**src/rtl/spi_ram_ctrl.sv**
```systemverilog
// spi_ram_ctrl: command-driven W-bit RAM behind an SPI-style byte stream, with sticky error flag.
module spi_ram_ctrl #(
  parameter int MEM_DEPTH = 256,
  parameter int ADDR_SIZE = 8,
  parameter bit AUTO_INC  = 0
) (
  input  logic                 clk,
  input  logic                 rst_n,
  input  logic [ADDR_SIZE+1:0] din,
  input  logic                 rx_valid,
  output logic [ADDR_SIZE-1:0] dout,
  output logic                 tx_valid,
  output logic                 err
);
  localparam int W = ADDR_SIZE;
  localparam logic [W:0] DEPTH = (W+1)'(MEM_DEPTH);
  typedef enum logic [1:0] {SET_WR = 2'b00, WRITE = 2'b01, SET_RD = 2'b10, READ = 2'b11} cmd_t;
  cmd_t cmd;
  logic [W-1:0] pay, wr_addr, rd_addr;
  logic [W-1:0] mem [MEM_DEPTH];
  logic rd_armed, wr_ok, rd_ok, rd_go, we;
  assign cmd = cmd_t'(din[W+1:W]);
  assign pay = din[W-1:0];
  assign wr_ok = {1'b0, wr_addr} < DEPTH;
  assign rd_ok = {1'b0, rd_addr} < DEPTH;
  assign rd_go = rx_valid && cmd == READ && rd_armed && !tx_valid;
  assign we = rx_valid && cmd == WRITE && wr_ok;
  // Wrap is modulo MEM_DEPTH so incrementing never walks into the unmapped range.
  function automatic logic [W-1:0] inc(input logic [W-1:0] a);
    return ({1'b0, a} == DEPTH - 1'b1) ? '0 : a + 1'b1;
  endfunction
  always_ff @(posedge clk)
    if (we) mem[wr_addr] <= pay;
  always_ff @(posedge clk or negedge rst_n)
    if (!rst_n) begin
      dout <= '0;
      tx_valid <= 1'b0;
      err <= 1'b0;
      wr_addr <= '0;
      rd_addr <= '0;
      rd_armed <= 1'b0;
    end else begin
      tx_valid <= rd_go;
      if (rx_valid)
        case (cmd)
          SET_WR: wr_addr <= pay;
          WRITE: begin
            err <= err | ~wr_ok;
            if (AUTO_INC) wr_addr <= inc(wr_addr);
          end
          SET_RD: begin
            rd_addr <= pay;
            rd_armed <= 1'b1;
          end
          READ:
            if (rd_go) begin
              dout <= rd_ok ? mem[rd_addr] : '0;
              err <= err | ~rd_ok;
              if (AUTO_INC) rd_addr <= inc(rd_addr);
              else rd_armed <= 1'b0;
            end else err <= 1'b1;
        endcase
    end
endmodule

```
**config.mk**
```make
export PLATFORM = sky130hd
export DESIGN_NAME = spi_ram_ctrl
export DESIGN_NICKNAME = d
export VERILOG_FILES = /design/src/rtl/spi_ram_ctrl.sv
export SDC_FILE = /design/constraint.sdc
export NUM_CORES = 2
export LEC_CHECK = 0
export ABC_AREA = 1
export CAP_MARGIN = 30
export CORE_ASPECT_RATIO = 0.5
export CORE_MARGIN = 2
export CORE_UTILIZATION = 50
export DETAILED_ROUTE_END_ITERATION = 16
export PLACE_DENSITY = 0.69
export SYNTH_ARGS = -nofsm -noshare
export SYNTH_HDL_FRONTEND = slang
export SYNTH_SLANG_ARGS = --single-unit
```
**constraint.sdc**
```tcl
create_clock -name clk -period 3.68 [get_ports clk]
set_input_delay 0.736 -clock clk [delete_from_list [all_inputs] [get_ports clk]]
set_output_delay 0.736 -clock clk [all_outputs]
set_load 0.02 [all_outputs]
```
# == Word-level counts from Yosys, hierarchy flattened ==
# Memory sizes are Yosys's and may differ from the RTL's. A register that Yosys moved wholly into a read port is not among the register bits.
# Cells that the tools add are included.
# W data, S select, Z words.
# word_totals
regBits,19
latch_bits,0
ramBits,2048
mem_bits_ro,0
inputBits,13
out_inout_bits,10
elab_cells,28
memories,1
# op_classes
n_addsub,0
n_mul,0
div_mod_pow,0
n_lt_le_gt_ge,0
n_eq_ne,4
shifts,0
n_mux,4
bitwise,1
reduce_logical,13
# mem_list
name,depth,word_bits,rd,rd_clocked_by_memory_dff,write_ports,line,text
mem,256,8,1,1,1,20,logic [W-1:0] mem [MEM_DEPTH];
# op_table
op,n
$reduce_and A3 Y1,3
$eq A2 B2 Y1 const B,2
$logic_and A1 B1 Y1,4
$reduce_and A2 Y1,2
$mux W1,3
$eq A2 B1 Y1 const B,1
$logic_not A1 Y1,2
$logic_not A2 Y1,1
$ne A2 B2 Y1 const B,1
$pmux W1 S2,1
$reduce_bool A2 Y1,1
$not A1 Y1,1

# == Longest topological paths before layout ==
# depth
depth_word,6
ltp_mapped,15
depth_no_buf,11

# == Worst setup path before layout ==
# Ideal clock, no wire load.
# synth_path
path_kind,input to register
start,input port din[8]
end,memory mem[176][0] (netlist bit) (enable)
setup_time_ps,370
arrival_time_ps,2112
required_time_ps,3310
path_slack_ps,1197
path_stages,6
n_path_buf,2
cell_sequence,inv_1 -> nor3_2 -> buf_2 -> nand2_1 -> clkbuf_1 -> nor2_1
# synth_between
elab_chain_cells,4
# synth_rtl
element,line,text
from (decl),9,"input logic [ADDR_SIZE+1:0] din,"
$eq A2 B1 Y1,-,
$logic_and A1 B1 Y1,27,assign we = rx_valid && cmd == WRITE && wr_ok;
$mux W1,33,if (we) mem[wr_addr] <= pay;
$mux W1 (not written as such),33,
to (decl),20,
# Every way passes these cells.

==> impl_metrics.ini <==
[synth]
synth.distinct_cells = 17
synth_cells = 7081
ys_async_sr_fraction = 0.0130
synth_edf_count = 2048
ys_seq_elements = 2075
yosysMostFrequentCell = nand2_1
synth_ff_type = edfxtp_1
yosysWarnings = 0
synth_nets = 7094
synth_area_leader_cell = edfxtp_1
netlist_area_um2 = 84000
synthTopCellsByArea = edfxtp_1 73%, nand3_1 12%, nand2_1 9.5%
synth_commonest_cells = 2120 x nand2_1, 2048 x edfxtp_1, 2044 x nand3_1, 303 x buf_2, 286 x nor2_1
yosysSeqAreaShare = 0.740
synth_top_area_frac = 0.732
syn_area_per_cell_um2 = 11.9

[layout]
final_util = 0.566
layout-drive-gt1-share = 0.0984
nets = 7275
diodes = 0
area_growth_pct = 12.6
fillers = 13177
final_area_um2 = 94600

[clocking]
cts_hold_buf = 0
cts.htree.levels = 4
cts.clk_slew.worst_paths_ps = 60
cts_max_path_buffers = 3
root_buffer = clkbuf_16
worstSkewPairLatency_ps = 830
cts_tree = built
post_cts_buffers = 0
cts_resized = 0
numCtsBuffers = 180
cts.sinks = 2075

[hold_path]
hold_class = input port to asynchronous set/reset pin

[timing]
slew_headroom = 0.291
slew_viol_final = 0
fin_crit_ps = 3250
post-route-period-util = 0.883
setup_violations = 0
tightestPinTransition_ps = 1060
tns_ps = 0
hold_viol = 0
fmax_ghz = 0.308
fin_worst_skew_ps = 25.2
rsz0062_at_grt = no

[routing]
first_pass_iters = 6
drt-initial-drc-count = 7660
via_count = 56229
wire_per_inst_um = 23.5
drt-total-wl_um = 226000
avgViaCountPerCell = 5.85
antenna_left = 0
drc = 0

[setup_path]
reg2reg_from = rd_addr[0]
r2r_slack_ps = 430
critPathLaunchType = flip-flop
end_kind = flip-flop
cp_max_fo = 144
reg2reg_depth = 12
critPathRequiredTime_ps = 4440
r2r_end = dout[6]
worst-setup-path-type = flip-flop to flip-flop
arrival_ps = 4010

[grt]
grt_antenna_before_repair = 4
grt_overflow = 0
grt_max_degree = 147
grt_pass1_wl_um = 335000
track_usage = 0.262
grt_pass1_vias = 53273

[place]
dp_hpwl_um = 135000
portBuffers = 22
gp_congestion = 0.934
place_area_um2 = 89000

[die]
core_um2 = 167000
start_util = 0.503
ios = 23
fp.dieW_um = 584
die_area_um2 = 172000
fp-row-count = 106
die_h_um = 294

[power_and_ir_drop]
p_leak_nw = 33.3
powerDensity_nw_per_um2 = 557
vdd.ir_drop.worst_mv = 0.569
power_mw = 52.7

[job]
cap_violations = 0

[run_status]
status = finished clean
power by group:
part / switching (mW) / internal, mW
clock network: 8.31 / 9.94
registers: 0.224 / 26.0
logic: 5.91 / 2.22
total: 14.4 / 38.2
cell families (layout without fill, tap and decap cells):
group,after synthesis,count (layout),share of synthesized area
simple gates,4451,4451,0.229
flops,2075,2075,0.740
buf+inv,538,859,0.0296
compound gates,17,17,0.00104
metrics by stage:
step	worst slack, ps	hold WS, ps	instances
floorplan	1200	440	7081
global placement	314	465	9292
detailed placement	307	475	9293
CTS	603	318	9615
global route	377	366	9616
finish	431	347	9616
cell usage in the layout (no fill, tap or decap):
cell / synthesis / routed
dfrtp_1: 27 / 22
nor2_1: 286 / 286
nand3_1: 2044 / 2044
nand2_2: 0 / 14
clkbuf_8: 0 / 4
clkinvlp_4: 0 / 5
clkbuf_1: 113 / 52
bufinv_16: 0 / 9
inv_4: 1 / 1
buf_8: 0 / 8
buf_12: 0 / 57
edfxtp_1: 2048 / 2048
inv_2: 2 / 1
inv_8: 0 / 2
inv_16: 0 / 1
clkdlybuf4s50_1: 0 / 14
clkbuf_16: 0 / 186
nand2_1: 2120 / 2106
clkinv_1: 1 / 38
o21bai_1: 1 / 1
clkinv_2: 0 / 26
dfrtp_2: 0 / 1
buf_16: 0 / 2
buf_4: 14 / 403
nor3_4: 0 / 1
dfrtp_4: 0 / 4
inv_6: 0 / 2
inv_1: 49 / 47
clkinv_8: 0 / 1
o21ai_0: 16 / 16
layer usage:
metal,track usage,vias to the layer above,share of wire
met4,0.0978,4,0.035
met5,0,-,0.00012
met1,0.371,27331,0.40
li1,-,25452,-
met3,0.0559,455,0.11
met2,0.401,2987,0.45
area by class of cell:
cell class	count	area (µm²)	share of cell area
clock inverters	80	611	0.00646
flip-flops and latches	2075	62200	0.657
clock buffers	242	4900	0.0519
well taps	2214	2770	0.0293
multi-input cells	4468	19400	0.205
inverters	53	233	0.00246
repair buffers	484	4480	0.0474
sequential cells by signal, indices dropped and copies added (netlist names):
| register | cells |
|---|---|
| tx_valid | 1 |
| err | 1 |
| rd_addr | 8 |
| rd_armed | 1 |
| mem | 2048 |
| wr_addr | 8 |
| dout | 8 |
how the worst max path moves through the flow:
stage / from / end / slack (ps) / cells past startpoint
after floorplan: din[8] / mem[176][0] / 1200 / 6
after global placement: din[8] / mem[176][6] / 310 / 8
after detailed placement: din[8] / mem[176][3] / 310 / 8
after CTS: rd_addr[0] / dout[6] / 600 / 13
after global routing: rd_addr[0] / dout[6] / 380 / 12
final: rd_addr[0] / dout[6] / 430 / 12
critical path, cell delays in order, from the launching register on:
cell     delay (ps)
dfrtp_4         720
buf_12          490
buf_4           430
nand2_1          90
nand3_1          90
nand3_1          70
nand3_1          90
nand3_1         220
nand3_1         180
nand3_1         210
nand3_1         250
nand3_1         110
nand2_1          70
No activity file was read; power rests on OpenSTA's default activity.
